File: config.mk
export PLATFORM = sky130hd
export DESIGN_NAME = pulse_burst_gen_flat
export DESIGN_NICKNAME = d
export VERILOG_FILES = /design/src/rtl/pulse_burst_gen_if.sv /design/src/rtl/pulse_burst_gen.sv /design/src/flat_wrapper.sv
export SDC_FILE = /design/constraint.sdc
export NUM_CORES = 1
export LEC_CHECK = 0
export ABC_AREA = 1
export CAP_MARGIN = 5
export CORE_MARGIN = 1
export CORE_UTILIZATION = 50
export DETAILED_ROUTE_END_ITERATION = 10
export PLACE_DENSITY = 0.7
export SLEW_MARGIN = 20
export SYNTH_ARGS = -nofsm -noshare
export SYNTH_HDL_FRONTEND = slang
export SYNTH_SLANG_ARGS = --single-unit
File: constraint.sdc
create_clock -name clk_pbg -period 3.15 [get_ports clk_pbg]
set_input_delay 0.63 -clock clk_pbg [delete_from_list [all_inputs] [get_ports clk_pbg]]
set_output_delay 0.63 -clock clk_pbg [all_outputs]
set_load 0.02 [all_outputs]
File: src/rtl/pulse_burst_gen_if.sv
`default_nettype none
// ============================================================================
// Module   : pulse_burst_gen_if
// Brief    : Trigger / burst-status bundle between the delay stage and the
//            burst generator.
// Revision : 1.0
// ============================================================================
interface pulse_burst_gen_if #(
    parameter int N_W = 8
);
    logic           trig;
    logic [N_W-1:0] n_req;
    logic           dout;
    logic           busy;
    logic           done;
    logic           retrig;

    modport master (
        output trig,
        output n_req,
        input  dout,
        input  busy,
        input  done,
        input  retrig
    );

    modport slave (
        input  trig,
        input  n_req,
        output dout,
        output busy,
        output done,
        output retrig
    );
endinterface
`default_nettype wire

File: src/rtl/pulse_burst_gen.sv
`default_nettype none
// ============================================================================
// Module   : pulse_burst_gen
// Brief    : Turns each accepted trigger into n_req pulses of WIDTH_CYC high
//            cycles repeating every PERIOD_CYC cycles; reports busy/done/retrig.
// Revision : 1.0
// ============================================================================
module pulse_burst_gen #(
    parameter int WIDTH_CYC  = 50,
    parameter int PERIOD_CYC = 100,
    parameter int N_W        = 8,
    parameter int CNT_W      = 32
) (
    input  wire logic         clk_pbg,
    input  wire logic         rst,
    pulse_burst_gen_if.slave  bus
);

    generate
        if (WIDTH_CYC < 1 || PERIOD_CYC <= WIDTH_CYC) begin : g_bad_params
            $error("pulse_burst_gen: need WIDTH_CYC >= 1 and PERIOD_CYC > WIDTH_CYC");
        end
    endgenerate

    localparam logic [CNT_W-1:0] c_w_last = CNT_W'(WIDTH_CYC - 1);
    localparam logic [CNT_W-1:0] c_p_last = CNT_W'(PERIOD_CYC - 1);
    localparam logic [N_W-1:0]   c_one    = N_W'(1);
    localparam logic [N_W-1:0]   c_zero   = '0;

    typedef enum logic [1:0] {
        ST_IDLE = 2'd0,
        ST_HIGH = 2'd1,
        ST_LOW  = 2'd2
    } state_t;

    state_t           r_state;
    logic [CNT_W-1:0] r_phase;
    logic [N_W-1:0]   r_rem;
    logic             r_dout;
    logic             r_busy;
    logic             r_done;
    logic             r_retrig;

    logic w_pulse_end;
    logic w_last_end;

    // The phase counter runs 0..PERIOD_CYC-1 across one HIGH+LOW period.
    assign w_pulse_end = (r_state == ST_HIGH) && (r_phase == c_w_last);
    assign w_last_end  = w_pulse_end && (r_rem == c_one);

    always_ff @(posedge clk_pbg or posedge rst) begin
        if (rst) begin
            r_state  <= ST_IDLE;
            r_phase  <= '0;
            r_rem    <= '0;
            r_dout   <= 1'b0;
            r_busy   <= 1'b0;
            r_done   <= 1'b0;
            r_retrig <= 1'b0;
        end else begin
            r_done   <= 1'b0;
            r_retrig <= 1'b0;
            case (r_state)
                ST_IDLE: begin
                    if (bus.trig) begin
                        if (bus.n_req != c_zero) begin
                            r_rem   <= bus.n_req;
                            r_phase <= '0;
                            r_dout  <= 1'b1;
                            r_busy  <= 1'b1;
                            r_state <= ST_HIGH;
                        end else begin
                            r_done  <= 1'b1;
                        end
                    end
                end
                ST_HIGH: begin
                    if (w_last_end) begin
                        // The completing edge behaves as idle: a trig here starts a new burst.
                        r_done  <= 1'b1;
                        r_phase <= '0;
                        if (bus.trig && (bus.n_req != c_zero)) begin
                            r_rem   <= bus.n_req;
                            r_dout  <= 1'b1;
                            r_busy  <= 1'b1;
                            r_state <= ST_HIGH;
                        end else begin
                            r_rem   <= '0;
                            r_dout  <= 1'b0;
                            r_busy  <= 1'b0;
                            r_state <= ST_IDLE;
                        end
                    end else begin
                        r_retrig <= bus.trig;
                        r_phase  <= r_phase + 1'b1;
                        if (w_pulse_end) begin
                            r_rem   <= r_rem - c_one;
                            r_dout  <= 1'b0;
                            r_state <= ST_LOW;
                        end
                    end
                end
                ST_LOW: begin
                    r_retrig <= bus.trig;
                    if (r_phase == c_p_last) begin
                        r_phase <= '0;
                        r_dout  <= 1'b1;
                        r_state <= ST_HIGH;
                    end else begin
                        r_phase <= r_phase + 1'b1;
                    end
                end
                default: begin
                    r_state <= ST_IDLE;
                    r_dout  <= 1'b0;
                    r_busy  <= 1'b0;
                end
            endcase
        end
    end

    assign bus.dout   = r_dout;
    assign bus.busy   = r_busy;
    assign bus.done   = r_done;
    assign bus.retrig = r_retrig;

endmodule
`default_nettype wire

File: src/flat_wrapper.sv
// flat-port wrapper written by rule: the top's interface ports become plain ports
module pulse_burst_gen_flat 
#(
    parameter int WIDTH_CYC  = 50,
    parameter int PERIOD_CYC = 100,
    parameter int N_W        = 8,
    parameter int CNT_W      = 32
)
  (clk_pbg, rst, bus_trig, bus_n_req, bus_dout, bus_busy, bus_done, bus_retrig);
  pulse_burst_gen_if #(.N_W(N_W)) bus_i ();
  input  wire logic clk_pbg;
  input  wire logic rst;
  input wire logic [$bits(bus_i.trig)-1:0] bus_trig;
  input wire logic [$bits(bus_i.n_req)-1:0] bus_n_req;
  output wire logic [$bits(bus_i.dout)-1:0] bus_dout;
  output wire logic [$bits(bus_i.busy)-1:0] bus_busy;
  output wire logic [$bits(bus_i.done)-1:0] bus_done;
  output wire logic [$bits(bus_i.retrig)-1:0] bus_retrig;
  assign bus_i.trig = bus_trig;
  assign bus_i.n_req = bus_n_req;
  assign bus_dout = bus_i.dout;
  assign bus_busy = bus_i.busy;
  assign bus_done = bus_i.done;
  assign bus_retrig = bus_i.retrig;
  pulse_burst_gen #(.WIDTH_CYC(WIDTH_CYC), .PERIOD_CYC(PERIOD_CYC), .N_W(N_W), .CNT_W(CNT_W)) u_core (.clk_pbg(clk_pbg), .rst(rst), .bus(bus_i));
endmodule
==> impl_metrics.csv, run 1 <==
group,metric,value,unit
outcome,status,"completed",
global_route,antenna_found_initial,0,
routing,drt_wl_total,9674,um
routing,wl_per_cell,14.37,um
clock_network,cts-root-buf,"clkbuf_8",
timing,fmax,445.4,MHz
hold_path,min_path_type,"input pin to asynchronous set/reset pin",
clock_network,cts_tree,"built",
routing,initialDrtViolationCount,250,
worst_setup_path,crit_fanout,7,
place,numPortBuffers,14,
floorplan,dieArea,7468,um2
worst_setup_path,required,3.36,ns
synth,syn_area,3563,um2
timing,tightest_slew,0.6791,ns
worst_setup_path,crit_path_max_incr_delay,0.50,ns
timing,setup_violations,0,
clock_network,clkTransAtPathRegs,0.09,ns
power_and_ir_drop,pwr-share-seq,32.1,%
power_and_ir_drop,p_comb_share,50.4,%
routing,avgViaCountPerCell,5.340,
floorplan,rows,30,
global_route,grt_max_degree,24,
timing,slew_violations,0,
place,globalplace.congestion,1.008,
timing,hold_viol,0,
layout,nets,595,
floorplan,die_height,86.42,um
timing,clock-skew-final,0.009722,ns
floorplan,fp.dieW,86.42,um
layout,final_cell_mix,"178 x nand2_1, 95 x nor2_1, 53 x nand3_1",
run,drv_cap,0,
timing,slew_headroom,54.73,%
power_and_ir_drop,power_switching,1.116,mW
timing,setup_tns,0,ns
routing,firstDrtPassIters,5,
floorplan,core_area,6832,um2
layout,final_common_cell,"nand2_1",
clock_network,hold_buffers,0,
floorplan,start_util,52.16,%
clock_network,cts.sinks,45,
power_and_ir_drop,p_sw_share,48.02,%
layout,area_delta_synth_final,9.199,%
routing,vias,3594,
worst_setup_path,critical_path.cell_chain,"ha_1, inv_1, nor2_2, nand2_1, nor2_1, xor2_1, a21oi_1, nand3_1, o21ai_1",
worst_setup_path,cp-start-kind,"flop",
clock_network,clk_latency,0.31,ns
synth,synthesis.nets,581,
clock_network,cts_resized,0,
timing,finalCritPeriodShare,71.27,%
synth,synth.avg_cell_area,6.341,um2
global_route,overflow,0,
clock_network,htreeDepth,2,
worst_setup_path,critPathSlowestCell,"dfrtp_1",
timing,rsz0062_at_grt,"no",
global_route,grt_pass1_wl,16000,um
routing,ant_nets,0,
global_route,grt_pass1_vias,3334,
synth,yosys.area.top_type_share,31.60,%
clock_network,cts_buffer_depth,2,
power_and_ir_drop,total_power,2.323,mW
worst_setup_path,critPathKind,"flop to flop",
global_route,grt_usage,27.77,%
power_and_ir_drop,leakage,1.780,nW
worst_setup_path,rr_worst_depth,9,
power_and_ir_drop,ir_drop,0.2711,mV
synth,synth_warnings,0,
floorplan,ios,15,
synth,yosys_register_bits,45,
synth,synth.area.top_cells,"dfrtp_1 32%, nand2_1 19%, nor2_1 10%",
layout,drive_gt1_share,9.359,%
synth,yosys.cell_types.count,29,
worst_setup_path,end_kind,"flop",
timing,min_period,2.245,ns
clock_network,cts_buffers,5,
layout,antenna_cells,0,
synth,synthCells,562,
synth,yosysTopAreaCell,"dfrtp_1",
power_and_ir_drop,p_int,1.207,mW
power_and_ir_drop,power_frac_clock,17.5,%
power_and_ir_drop,p_per_area,597.0,nW/um2
place,dp_hpwl,7460,um
worst_setup_path,crit_arrival,2.45,ns
clock_network,postCtsSetupBuffers,0,
routing,drc,0,
synth,ys_seq_area_share,31.60,%
## cells in the mapped netlist, drive strengths merged
| cell type | n |
|---|---|
| nand3 | 55 |
| nor3 | 13 |
| nand4 | 11 |
| o2111ai | 1 |
| xor2 | 17 |
| a21oi | 15 |
| nor2 | 111 |
| buf | 8 |
| nand3b | 1 |
| ha | 8 |
| clkbuf | 4 |
| o21ai | 24 |
| xnor2 | 1 |
| o31ai | 1 |
| inv | 61 |
| nand2 | 186 |
| dfrtp | 45 |
## worst max-delay path: cells and delay by family (launching register included)
family                     cells  cell delay (ns)
AOI/OAI and AO/OA              2             0.14
xor gates and xnor gates       1             0.19
adders and majority gates      1             0.32
buffers and inverters          1             0.10
DFF                            1             0.50
and+or+nand+nor                4             0.90
## power groups by stage
stage,Clock [mW],Combinational (mW),Sequential (mW)
2_1_floorplan,0,0.886,0.758
3_3_place_gp,0,1.15,0.754
3_5_place_dp,0,1.16,0.756
4_1_cts,0.414,1.17,0.745
5_1_grt,0.436,1.29,0.755
6_report,0.406,1.17,0.746
## worst paths after layout
path                                      end                from  slack, ns
setup / recovery           u_core.r_phase[14]   u_core.r_phase[0]       0.91
hold / removal                u_core.r_rem[5]                 rst       0.49
setup reg to reg           u_core.r_phase[14]   u_core.r_phase[0]       0.91
hold reg to reg            u_core.r_phase[31]  u_core.r_phase[31]       0.51
max in group asynchronous   u_core.r_state[1]                 rst       2.17
min in group clk_pbg       u_core.r_phase[31]  u_core.r_phase[31]       0.51
## logic make-up after synthesis
| kind of cell | after synthesis | synth area share (%) |
|---|---|---|
| buf+inv | 73 | 8.497 |
| fa+ha+maj | 8 | 2.809 |
| simple gates | 377 | 46.42 |
| compound gates | 41 | 6.250 |
| xor+xnor | 18 | 4.424 |
| flops | 45 | 31.60 |
## state kept, by name, indices dropped and copies added, names as in the netlist
signal,count
u_core.bus.done,1
u_core.r_rem,8
u_core.r_state,2
u_core.bus.busy,1
u_core.r_phase,32
u_core.bus.retrig,1
## cell type report
cell class	count	area, um2
fill	693	2940
multi-input combinational	444	2137
sequential	45	1126
inverter	61	229.0
timing repair buffer	19	177.7
tap	96	120.1
clock buffer	7	96.34
clock inverter	1	5.005
## per-layer routing
metal  GRT usage (%)  up-vias  part of all wire (%)  wire length [um]
met1           35.38     1670                    44              4287
li1                -     1803                     -                 -
met5               0        -                     0                 0
met4           10.76        0                   3.0               295
met2           47.55      101                    48              4660
met3           4.095       20                   4.4               430
## per-stage QoR
step	hold WS (ns)	cell area, um2	setup WS, ns	instances	util, %
floorplan	0.4588	3563	1.285	562	-
global placement	0.4830	3790	0.7730	665	55.48
detailed placement	0.4894	3790	0.7037	665	55.48
CTS	0.5028	3891	0.9791	673	56.96
global route	0.5074	3891	0.7361	673	56.96
finish	0.4933	3891	0.9051	673	56.96
(Power assumes the default switching activity.)
==> inputs of run 2 (changes only) <==
- clock period: 3.15 -> 2.13 ns (I/O delays scaled with it)
==> run 2 against run 1 <==
  * Die area is the same
  * Critical path type unchanged
  * Core utilization grew 2.0 points
  * Sequential power grew 47%
==> impl_metrics.csv, run 2 (synthesis results as in run 1) <==
group,metric,value,unit
clock_network,cts_buffer_depth,2,
timing,setup_violations,0,
place,placed_cells,684,
clock_network,cts_tree,"built",
clock_network,cts.sinks,45,
routing,drt_wl_total,10160,um
clock_network,cts_buffers,5,
worst_setup_path,critPathLaunch,"u_core.r_phase[1]",
routing,initialDrtViolationCount,193,
layout,final-instance-count-excl-fill,692,
floorplan,ios,15,
place,place_area,3945,um2
clock_network,cts-root-buf,"clkbuf_8",
floorplan,start_util,52.16,%
layout,fin_area,4028,um2
layout,fillCellCount,716,
global_route,antenna_found_initial,0,
worst_setup_path,required,2.30,ns
worst_setup_path,worstReg2RegStart,"u_core.r_phase[1]",
place,place_ws,-0.02324,ns
routing,drc,0,
timing,tightest_slew,0.5068,ns
layout,regMostFlops,"u_core.r_phase",
worst_setup_path,end_kind,"flop",
timing,fmax,521.3,MHz
layout,drive_gt1_share,12.08,%
global_route,grt_pass1_vias,3511,
worst_setup_path,crit_arrival,2.09,ns
power_and_ir_drop,total_power,3.492,mW
floorplan,fp.dieW,86.42,um
routing,avgViaCountPerCell,5.321,
layout,final_common_cell,"nand2_1",
place,numPortBuffers,14,
floorplan,rows,30,
timing,finalCritPeriodShare,90.06,%
global_route,grt_usage,29.45,%
timing,min_period,1.918,ns
timing,rsz0062_at_grt,"no",
timing,setup_slack,0.2117,ns
timing,setup_tns,0,ns
timing,slew_headroom,66.18,%
clock_network,cts_resized,0,
routing,vias,3682,
timing,slew_violations,0,
routing,firstDrtPassIters,5,
place,dp_hpwl,7946,um
layout,largest_reg_flops,32,
hold_path,min_path_type,"input pin to asynchronous set/reset pin",
outcome,status,"completed",
clock_network,postCtsSetupBuffers,0,
clock_network,clk_latency,0.30,ns
layout,area_delta_synth_final,13.03,%
run,drv_cap,0,
global_route,grt_max_degree,46,
layout,antenna_cells,0,
power_and_ir_drop,ir_drop,0.3527,mV
worst_setup_path,crit_fanout,9,
floorplan,dieArea,7468,um2
power_and_ir_drop,leakage,1.872,nW
layout,regArea,1126,um2
routing,wl_per_cell,14.69,um
routing,ant_nets,0,
global_route,overflow,0,
layout,final_cell_mix,"178 x nand2_1, 95 x nor2_1, 53 x nand3_1",
floorplan,core_area,6832,um2
layout,multi_input_area,2137,um2
worst_setup_path,critPathKind,"flop to flop",
global_route,grt_pass1_wl,16930,um
layout,top_regs,"u_core.r_phase (32), u_core.r_rem (8), u_core.r_state (2)",
power_and_ir_drop,p_per_area,867.1,nW/um2
timing,hold_viol,0,
layout,nets,614,
clock_network,clkTransAtPathRegs,0.09,ns
floorplan,die_height,86.42,um
clock_network,hold_buffers,0,
timing,clock-skew-final,0.01293,ns
clock_network,htreeDepth,2,
worst_setup_path,cp-start-kind,"flop",
worst_setup_path,rr_worst_depth,11,
place,globalplace.congestion,0.9699,
run 2: layout make-up:
| type | instances | share of cell area, % |
|---|---|---|
| clock inverters | 2 | 0.2485 |
| repair buffers | 38 | 8.263 |
| inverters | 61 | 5.685 |
| multi-input cells | 444 | 53.06 |
| well taps | 96 | 2.982 |
| clock buffers | 6 | 1.802 |
| flip-flops and latches | 45 | 27.96 |
run 2: worst max-delay path: stages, from the launching register on:
cell,delay (ns)
dfrtp_1,0.41
inv_1,0.10
ha_1,0.18
nand2_1,0.07
nor2_1,0.11
nand2_2,0.09
nor2_4,0.14
nand3_4,0.14
nand2_4,0.15
nand2_4,0.07
a21oi_4,0.26
nor2_1,0.08
run 2: metrics by stage:
stage          utilization [%]  hold WS (ns)
2_1_floorplan                -        0.4588
3_3_place_gp             57.75        0.4968
3_5_place_dp             57.75        0.5120
4_1_cts                  58.96        0.4817
5_1_grt                  58.96        0.5202
6_report                 58.96        0.4780
run 2: worst paths after layout:
check / end / slack (ns)
hold reg to reg: u_core.r_rem[7] / 0.54
max in group asynchronous: u_core.r_phase[10] / 1.43
setup reg to reg: u_core.r_phase[15] / 0.21
min in group clk_pbg: u_core.r_rem[7] / 0.54
setup / recovery: u_core.r_phase[15] / 0.21
hold / removal: u_core.r_phase[24] / 0.48
run 2: metal layers:
metal | GRT usage, % | part of all wire [%] | routed length, um | up-vias
met4 | 13.79 | 4.0 | 406 | 0
met3 | 3.619 | 5.3 | 540 | 28
li1 | - | - | - | 1838
met5 | 0 | 0 | 0 | -
met1 | 38.23 | 43 | 4395 | 1692
met2 | 48.99 | 47 | 4821 | 124
run 2: where the power goes:
part           total (mW)  leakage (nW)  internal, mW  switching (mW)
combinational        1.86          1.22         0.629            1.24
clock               0.531        0.0450         0.228           0.302
sequential           1.10         0.607         0.979           0.118
total                3.49          1.87          1.84            1.66
==> inputs of run 3 (changes only) <==
- CORE_MARGIN: 1 -> 1.5
==> run 3 against run 2 <==
  * Non-clock buffer count grew 5
  * Worst hold slack lost 0.037 ns
  * Critical endpoint is now u_core.r_phase[5]
  * Critical path depth unchanged
  * Clock skew down 0.0019 ns
  * Combinational power rose by 4%
==> impl_metrics.csv, run 3 (synthesis results as in run 1) <==
group,metric,value,unit
worst_setup_path,critPathSlowestCell,"dfrtp_1",
global_route,grt_usage,28.33,%
routing,vias,3685,
global_route,overflow,0,
clock_network,cts-root-buf,"clkbuf_8",
worst_setup_path,rr_worst_depth,11,
clock_network,hold_buffers,0,
power_and_ir_drop,leakage,1.930,nW
timing,setup_violations,0,
clock_network,postCtsSetupBuffers,0,
place,globalplace.congestion,0.9263,
clock_network,htreeDepth,2,
clock_network,cts_tree,"built",
global_route,grt_pass1_wl,16720,um
routing,drt_wl_total,10230,um
timing,clock-skew-final,0.01106,ns
worst_setup_path,required,2.32,ns
layout,final-instance-count-excl-fill,697,
run,drv_cap,0,
layout,area_delta_synth_final,16.22,%
place,placed_cells,689,
hold_path,min_path_type,"input pin to asynchronous set/reset pin",
clock_network,cts.sinks,45,
timing,slew_violations,0,
layout,top_regs,"u_core.r_phase (32), u_core.r_rem (8), u_core.r_state (2)",
worst_setup_path,crit_path_max_incr_delay,0.41,ns
layout,regMostFlops,"u_core.r_phase",
floorplan,fp.dieW,87.42,um
routing,drc,0,
timing,worst_hold_slack,0.4410,ns
global_route,grt_pass1_vias,3541,
layout,final_cell_mix,"178 x nand2_1, 95 x nor2_1, 53 x nand3_1",
layout,final_common_cell,"nand2_1",
layout,antenna_cells,0,
timing,finalCritPeriodShare,92.78,%
floorplan,core_area,6832,um2
timing,min_period,1.976,ns
routing,wl_per_cell,14.67,um
timing,fmax,506.0,MHz
worst_setup_path,worstReg2RegStart,"u_core.r_phase[1]",
timing,tightest_slew,0.4721,ns
layout,final_util,60.62,%
place,dp_hpwl,8177,um
routing,top_layer_used,"met4",
timing,hold_viol,0,
clock_network,clk_latency,0.31,ns
floorplan,die_height,87.42,um
timing,setup_tns,0,ns
layout,nets,619,
layout,drive_gt1_share,12.98,%
place,numPortBuffers,14,
outcome,status,"completed",
worst_setup_path,reg2reg_to,"u_core.r_phase[5]",
routing,wl_met2,4963,um
routing,m1WireLength,4586,um
global_route,antenna_found_initial,0,
routing,ant_nets,0,
floorplan,rows,30,
worst_setup_path,critPathKind,"flop to flop",
clock_network,cts_buffers,5,
layout,largest_reg_flops,32,
timing,setup_slack,0.1538,ns
place,place_ws,-0.003743,ns
clock_network,clkTransAtPathRegs,0.10,ns
timing,rsz0062_at_grt,"no",
worst_setup_path,crit_arrival,2.17,ns
routing,firstDrtPassIters,5,
global_route,grt_max_degree,27,
clock_network,cts_buffer_depth,2,
worst_setup_path,regToRegSetupSlack,0.15,ns
clock_network,cts_resized,0,
routing,initialDrtViolationCount,252,
worst_setup_path,critical_path.cell_chain,"inv_1, ha_1, nand2_1, nor2_1, nand2_2, nor2_4, nand3_4, nand2_4, nand2_4, a21oi_4, nor2_1",
worst_setup_path,end_kind,"flop",
timing,slew_headroom,68.49,%
floorplan,dieArea,7642,um2
worst_setup_path,crit_fanout,9,
power_and_ir_drop,ir_drop,0.4978,mV
routing,dr_wl_met3,448,um
worst_setup_path,cp-start-kind,"flop",
power_and_ir_drop,p_per_area,925.6,nW/um2
floorplan,start_util,52.16,%
floorplan,ios,15,
routing,avgViaCountPerCell,5.287,
[run 3: cell count changes in the layout (fill, tap and decap cells not counted), sizes merged]
| cell | change |
|---|---|
| buf | +5 |
| bufinv | +2 |
| clkbuf | -1 |
| clkinv | -1 |
[run 3: layout make-up]
class / count / area, um2
Fill cell: 709 / 2690
Tap cell: 96 / 120.1
Multi-Input combinational cell: 444 / 2137
Sequential cell: 45 / 1126
Clock buffer: 5 / 68.82
Inverter: 61 / 229.0
Clock inverter: 3 / 65.06
Timing Repair Buffer: 43 / 395.4
[run 3: metal layers]
layer | GRT usage, % | vias to the layer above
li1 | - | 1842
met1 | 35.96 | 1731
met2 | 49.23 | 91
met3 | 4.360 | 21
met4 | 8.802 | 0
met5 | 0 | -
[run 3: through the flow]
| stage | cell area (um2) | total power, mW |
|---|---|---|
| after global routing | 4141 | 4.111 |
| final | 4141 | 3.833 |
| after floorplan | 3563 | 2.431 |
| after detailed placement | 4008 | 3.043 |
| after global placement | 4008 | 3.013 |
| after CTS | 4141 | 3.844 |
[run 3: worst max path at each step]
stage | cells past startpoint | from | slack, ns | to
after global routing | 11 | u_core.r_phase[1] | 0.007 | u_core.r_phase[4]
after CTS | 11 | u_core.r_phase[1] | 0.15 | u_core.r_phase[13]
after global placement | 11 | bus_n_req[5] | -0.004 | u_core.r_phase[15]
after detailed placement | 11 | bus_n_req[5] | -0.004 | u_core.r_phase[13]
after floorplan | 9 | u_core.r_state[0] | 0.27 | u_core.r_phase[8]
final | 11 | u_core.r_phase[1] | 0.15 | u_core.r_phase[5]
[run 3: critical path: cells and delay by family, from the launching register on]
kind            cells  cell delay, ns
flops               1            0.41
simple gates        8            0.85
fa+ha+maj           1            0.22
buf+inv             1            0.11
compound gates      1            0.26
[run 3: power by group]
part | switching, mW | internal, mW
Sequential | 0.120 | 0.979
Clock | 0.324 | 0.467
Combinational | 1.26 | 0.679
